==> src/rtl/shift_arbiter_2r.sv <==
// -----------------------------------------------------------------------------
// shift_arbiter_2r
//   Two requesters share one 32-bit barrel shifter (SLL/SRL/SRA). Round-robin
//   arbitration picks one request per cycle. The result is held in a single
//   registered response slot. Latency is 1 cycle and throughput is 1 op/cycle:
//   the slot can be reloaded in the same cycle that it drains.
//
// Ports
//   clk, rst_n              clock (rising edge), async active-low reset
//   reqN_valid/ready        per-requester handshake (N = 0,1)
//   reqN_op                 00 SLL, 01 SRL, 10 SRA, 11 illegal
//   reqN_data, reqN_shamt   operand and shift amount
//   resp_valid/ready        response slot handshake
//   resp_data/src/err       result, issuing requester, illegal-op flag
// -----------------------------------------------------------------------------
module shift_arbiter_2r #(
    parameter  int DATA_W  = 32,
    localparam int SHAMT_W = $clog2(DATA_W)
) (
    input  logic               clk,
    input  logic               rst_n,
    input  logic               req0_valid,
    output logic               req0_ready,
    input  logic [1:0]         req0_op,
    input  logic [DATA_W-1:0]  req0_data,
    input  logic [SHAMT_W-1:0] req0_shamt,
    input  logic               req1_valid,
    output logic               req1_ready,
    input  logic [1:0]         req1_op,
    input  logic [DATA_W-1:0]  req1_data,
    input  logic [SHAMT_W-1:0] req1_shamt,
    output logic               resp_valid,
    input  logic               resp_ready,
    output logic [DATA_W-1:0]  resp_data,
    output logic               resp_src,
    output logic               resp_err
);

    typedef struct packed {
        logic [1:0]         op;
        logic [DATA_W-1:0]  data;
        logic [SHAMT_W-1:0] shamt;
    } req_t;

    logic              r_resp_valid;
    logic [DATA_W-1:0] r_resp_data;
    logic              r_resp_src;
    logic              r_resp_err;
    logic              r_last_grant;

    req_t [1:0]        w_req;
    req_t              w_sel;
    logic              w_can_accept;
    logic              w_any_valid;
    logic              w_grant;
    logic              w_accept;
    logic [DATA_W-1:0] w_result;

    assign w_req[0] = '{op: req0_op, data: req0_data, shamt: req0_shamt};
    assign w_req[1] = '{op: req1_op, data: req1_data, shamt: req1_shamt};

    // The slot is free if it is empty, or if it is being drained this cycle.
    assign w_can_accept = !r_resp_valid || resp_ready;
    assign w_any_valid  = req0_valid || req1_valid;
    // On a tie, grant the requester that was not served last. Otherwise grant
    // whichever requester is valid. The value is a don't-care when idle.
    assign w_grant      = (req0_valid && req1_valid) ? !r_last_grant : req1_valid;
    // Gating with rst_n holds both readies low while reset is asserted.
    assign w_accept     = rst_n && w_can_accept && w_any_valid;

    assign req0_ready = w_accept && !w_grant;
    assign req1_ready = w_accept &&  w_grant;

    assign w_sel = w_req[w_grant];

    always_comb begin
        w_result = '0;
        case (w_sel.op)
            2'b00:   w_result = w_sel.data << w_sel.shamt;
            2'b01:   w_result = w_sel.data >> w_sel.shamt;
            2'b10:   w_result = $signed(w_sel.data) >>> w_sel.shamt;
            default: w_result = '0;
        endcase
    end

    always_ff @(posedge clk or negedge rst_n) begin
        if (!rst_n) begin
            r_resp_valid <= 1'b0;
            r_resp_data  <= '0;
            r_resp_src   <= 1'b0;
            r_resp_err   <= 1'b0;
            r_last_grant <= 1'b1;
        end else if (w_accept) begin
            // An accept can overlap a drain, so the slot reloads without a bubble.
            r_resp_valid <= 1'b1;
            r_resp_data  <= w_result;
            r_resp_src   <= w_grant;
            r_resp_err   <= (w_sel.op == 2'b11);
            r_last_grant <= w_grant;
        end else if (r_resp_valid && resp_ready) begin
            r_resp_valid <= 1'b0;
        end
    end

    assign resp_valid = r_resp_valid;
    assign resp_data  = r_resp_data;
    assign resp_src   = r_resp_src;
    assign resp_err   = r_resp_err;

endmodule

==> config.mk <==
export PLATFORM = sky130hd
export DESIGN_NAME = shift_arbiter_2r
export DESIGN_NICKNAME = d
export VERILOG_FILES = /design/src/rtl/shift_arbiter_2r.sv
export SDC_FILE = /design/constraint.sdc
export NUM_CORES = 1
export LEC_CHECK = 0
export ABC_CLOCK_PERIOD_IN_PS = 3200
export BUFFER_PORTS_ARGS = -buffer_cell sky130_fd_sc_hd__buf_2
export CAP_MARGIN = 20
export CORE_UTILIZATION = 49
export CTS_BUF_LIST = sky130_fd_sc_hd__clkbuf_2
export DETAILED_ROUTE_END_ITERATION = 8
export PLACE_DENSITY = 0.67
export SETUP_SLACK_MARGIN = 0.15
export SKIP_LAST_GASP = 1
export SLEW_MARGIN = 15
export SYNTH_ARGS = -nofsm -noshare
export SYNTH_HDL_FRONTEND = slang
export SYNTH_SLANG_ARGS = --single-unit
==> constraint.sdc <==
create_clock -name clk -period 3.2 [get_ports clk]
set_input_delay 0.16 -clock clk [delete_from_list [all_inputs] [get_ports clk]]
set_output_delay 0.16 -clock clk [all_outputs]
set_load 0.01 [all_outputs]
Word-level counts from Yosys, hierarchy flattened. Cells that the tools add are included.

$add $sub $neg: 0. $mul: 0. Divide/modulo/power cells: 0. $lt $le $gt $ge: 1. Eq/ne operators: 3. Shifts and indexed selects: 3. Mux-type cells: 6. Bitwise operators: 0. Reductions and logical operators: 13.

Operators by type and width (count): $pmux W32 S3 (1); $mux W39 (2); $shl A32 B5 Y32 (1); $shr A32 B5 Y32 (1); $sshr A32 B5 Y32 (1); $logic_and A1 B1 Y1 (6); $eq A2 B2 Y1 const B (2); $logic_not A1 Y1 (3); $mux W1 (3); $eq A2 B1 Y1 const B (1); $logic_not A2 Y1 (1); $logic_or A1 B1 Y1 (2); $lt A1 B2 Y1 const B (1); $reduce_bool A2 Y1 (1).

Flip-flop bits (word level): 36. Latch bits: 0. Bits in writable memories: 0. Memory bits (read-only): 0. Input port bits: 83. Output and inout port bits: 37. Word-level logic and storage cells: 31. Memories kept: 0.

Depth between registers and ports, before layout.
Depth in word-level cells: 6. Mapped depth: 12. Mapped depth without buffers: 7.

Least setup slack after synthesis. No wires, ideal clock.

Kind: reg-to-reg. Start: register r_last_grant. End: register r_resp_data[0], in the netlist resp_data[0]. Library setup time: 0.130 ns. Data arrival time: 2.262 ns. Required time: 3.070 ns. Slack: 0.808 ns. Cell stages (with the launch flop): 11. Path through: dfstp_2 -> a21bo_1 -> buf_6 -> buf_6 -> mux2i_1 -> buf_4 -> nand2_4 -> or4_1 -> a31o_1 -> a22oi_1 -> a21oi_1.

Word-level cells in the longest chain between the ends: 6. Elaborated cells between the ends (all ways): 11. Those cells by class: eq/ne: 2; shift: 3; mux: 4; reduce/logical: 2.

RTL lines: start, declared (line 49) `logic r_last_grant;`; start signal, assigned (line 99) `r_last_grant <= w_grant;`; $logic_not A1 Y1 * (line 67) `assign w_grant = (req0_valid && req1_valid) ? !r_last_grant : req1_valid;`; $mux W1 * (line 67); $mux W39 (not written as such) * (2 in a row) (line 74) `assign w_sel = w_req[w_grant];`; $sshr A32 B5 Y32, or another cell as far along (line 81) `2'b10: w_result = $signed(w_sel.data) >>> w_sel.shamt;`; $pmux W32 S3 * (line 78) `case (w_sel.op)`; end signal, assigned (line 96) `r_resp_data <= w_result;`; end, declared (line 46) `logic [DATA_W-1:0] r_resp_data;`.

Mark *: on every way between the ends. The rest lies on a longest branch, timed or not. The select of a mux whose other input is x is not followed. A chain may end at the register's enable or synchronous reset.

Worst setup path in the final report.
Start: register r_last_grant. End: register r_resp_data[18], in the netlist resp_data[18].

Same word-level chain as after synthesis.

==> qor.yml <==
grt_pass1_vias: 8094
async_flop_share: 1.000
netlist-cell-type-count: 76
final_util: 0.5707
die_area_sq_mm: 0.01605
wl_per_cell_microns: 26.83
fin_cells: 1213
gr-total-overflow: 0
drt-total-wl_mm: 32.54
synth_nets: 999
cp.arrival_ns: 3.30
timing.final.crit_share: 0.9172
reg2reg_depth: 7
ios: 120
cts_sinks: 36
mostFrequentLayoutCells: "202 x mux2i_1, 117 x buf_2, 88 x nand2_1"
path_class: "reg2reg"
status: "finished clean"
clk_pin_slew_worst_paths_ns: 0.24
gp_congestion: 1.045
rsz0062_at_grt: "false"
cts-resized-gates: 0
worstHoldStart: "req1_valid"
nets: 1107
power.density_mw_per_mm2: 332.8
first_pass_iters: 5
start_util: 0.5012
hold_violations: 0
tightestPinTransition_ns: 0.6086
grtUsageTotal: 0.4052
period_minus_slack_ns: 2.935
ant_nets: 0
synth.yosys.warnings: 0
setup_viol: 0
cts_tree: "yes"
clockBufferDepth: 2
antenna_cells: 0
cts-htree-levels: 2
whs_path_depth: 3
ys_ff_latch: 36
ys.flop_type: "dfrtp_1"
synth.avg_cell_area_sq_um: 8.319
drc_errors: 0
clk_latency_ns: 0.44
synth_seq_area_share: 0.1184
cts-buffers-inserted: 5
fp.dieH_microns: 126.7
num_vias: 8695
drt_iter0_drc: 1196
cp-end-kind: "flip-flop"
portBuffers: 119
fmax_mhz: 340.7
dieWidth_microns: 126.7
finalSetupTns_ns: 0
min_path_type: "in2reg"
fin_skew_ns: 0.02638
grt_start_max_net_pins: 41
whs_endpoint: "resp_valid$_DFFE_PN0P_"
syn_area_sq_mm: 0.007620
power_leakage_nw: 3.921
layout-drive-gt1-share: 0.2839
cts_root_buf: "clkbuf_2"
r2r-start: "r_last_grant$_DFFE_PN1P_"
dpl.cell_count: 1195
core-area_sq_mm: 0.01520
r2r-end: "resp_data[18]$_DFFE_PN0P_"
crit_required_ns: 3.56
cap_viol_max_count: 0
ir_drop_mv: 0.1477
antenna_found_initial: 1
area_growth_pct: 13.86
rows: 45
synthCells: 916
final_common_cell: "mux2i_1"
slew_headroom: 0.5862
slew_viol_final: 0
synth_edf_count: 0
grt_pass1_wl_mm: 49.74
routed_via_density: 7.168
dp_hpwl_mm: 25.50
r2r_slack_ns: 0.26
startpoint_type: "flip-flop"
worstPathMaxFanout: 12
-- per-layer routing --
| layer | vias up | GRT usage | routed length (microns) |
|---|---|---|---|
| met5 | - | 0 | 0 |
| li1 | 3780 | - | - |
| met3 | 118 | 0.07423 | 3538 |
| met4 | 0 | 0.1492 | 1454 |
| met1 | 4147 | 0.5589 | 13320 |
| met2 | 650 | 0.6321 | 14230 |
-- report_power, final --
| part | leakage (nW) | total, mW | internal [mW] | switching [mW] |
|---|---|---|---|---|
| Clock | 0.0327 | 0.239 | 0.0530 | 0.186 |
| Sequential | 0.465 | 0.600 | 0.543 | 0.0569 |
| Combinational | 3.42 | 2.05 | 0.796 | 1.25 |
-- critical path, stage by stage, from the launching register on --
cell and delay (ns):
dfstp_2 0.45, a21boi_4 0.27, mux2_2 0.55, o211ai_1 0.48, o21ai_1 0.26, a32oi_1 0.32, nand4b_1 0.20, a221o_1 0.32
-- kinds of logic (layout without fill, tap and decap cells) --
| family | count (synthesis) | after routing | share of synthesized area |
|---|---|---|---|
| buffers and inverters | 90 | 199 | 0.06404 |
| AOI/OAI and AO/OA | 274 | 274 | 0.2499 |
| muxes | 285 | 285 | 0.4289 |
| DFF | 36 | 36 | 0.1184 |
| xor gates and xnor gates | 2 | 2 | 0.002299 |
| and+or+nand+nor | 229 | 229 | 0.1365 |
-- Yosys cell counts, types with 11 or more instances --
master,count,share of area
a211oi_1,20,0.020
a21oi_1,62,0.041
a22oi_1,13,0.013
a31oi_1,18,0.015
buf_2,45,0.030
clkbuf_1,24,0.012
dfrtp_1,35,0.11
mux2_2,45,0.067
mux2i_1,204,0.27
mux4_2,25,0.074
nand2_1,88,0.043
nand3_1,22,0.014
nor2_1,54,0.027
nor3_1,22,0.014
o211ai_1,23,0.023
o21ai_0,36,0.024
o21ai_1,11,0.0072
-- metrics by stage --
step	total power [mW]	area, sq um	hold slack, ns	setup WS, ns
2_1_floorplan	1.842	7620	-0.1356	0.8083
3_3_place_gp	2.559	8527	0.2574	0.2056
3_5_place_dp	2.555	8527	0.2565	0.2264
4_1_cts	2.797	8591	0.07269	0.2070
5_1_grt	3.013	8676	0.1090	0.1985
6_report	2.888	8676	0.05750	0.2649
-- registers in the layout (all words and copies together) (netlist names) --
name and flops:
resp_valid 1, resp_data 32, r_last_grant 1, resp_err 1, resp_src 1
-- worst max path at each step --
stage | startpoint | to | slack, ns | cells past startpoint
final | r_last_grant$_DFFE_PN1P_ | resp_data[18]$_DFFE_PN0P_ | 0.26 | 7
after global routing | r_last_grant$_DFFE_PN1P_ | resp_data[18]$_DFFE_PN0P_ | 0.20 | 7
after global placement | r_last_grant$_DFFE_PN1P_ | resp_data[18]$_DFFE_PN0P_ | 0.21 | 8
after CTS | r_last_grant$_DFFE_PN1P_ | resp_data[18]$_DFFE_PN0P_ | 0.21 | 8
after detailed placement | r_last_grant$_DFFE_PN1P_ | resp_data[18]$_DFFE_PN0P_ | 0.23 | 8
after floorplan | r_last_grant$_DFFE_PN1P_ | resp_data[0]$_DFFE_PN0P_ | 0.81 | 10
-- timing repair --
action,in CTS,in global routing
setup buffers,0,8
hold buffers,2,0
setup endpoints to repair,0,10
endpoints found under the hold margin,36,0
-- cell type report --
type,count,area (sq um)
Multi-Input combinational cell,790,6277
Clock inverter,3,18.77
Fill cell,1439,6526
Sequential cell,36,902.1
Inverter,1,3.754
Tap cell,188,235.2
Clock buffer,5,25.02
Timing Repair Buffer,190,1214
No activity file was read; power rests on OpenSTA's default activity.
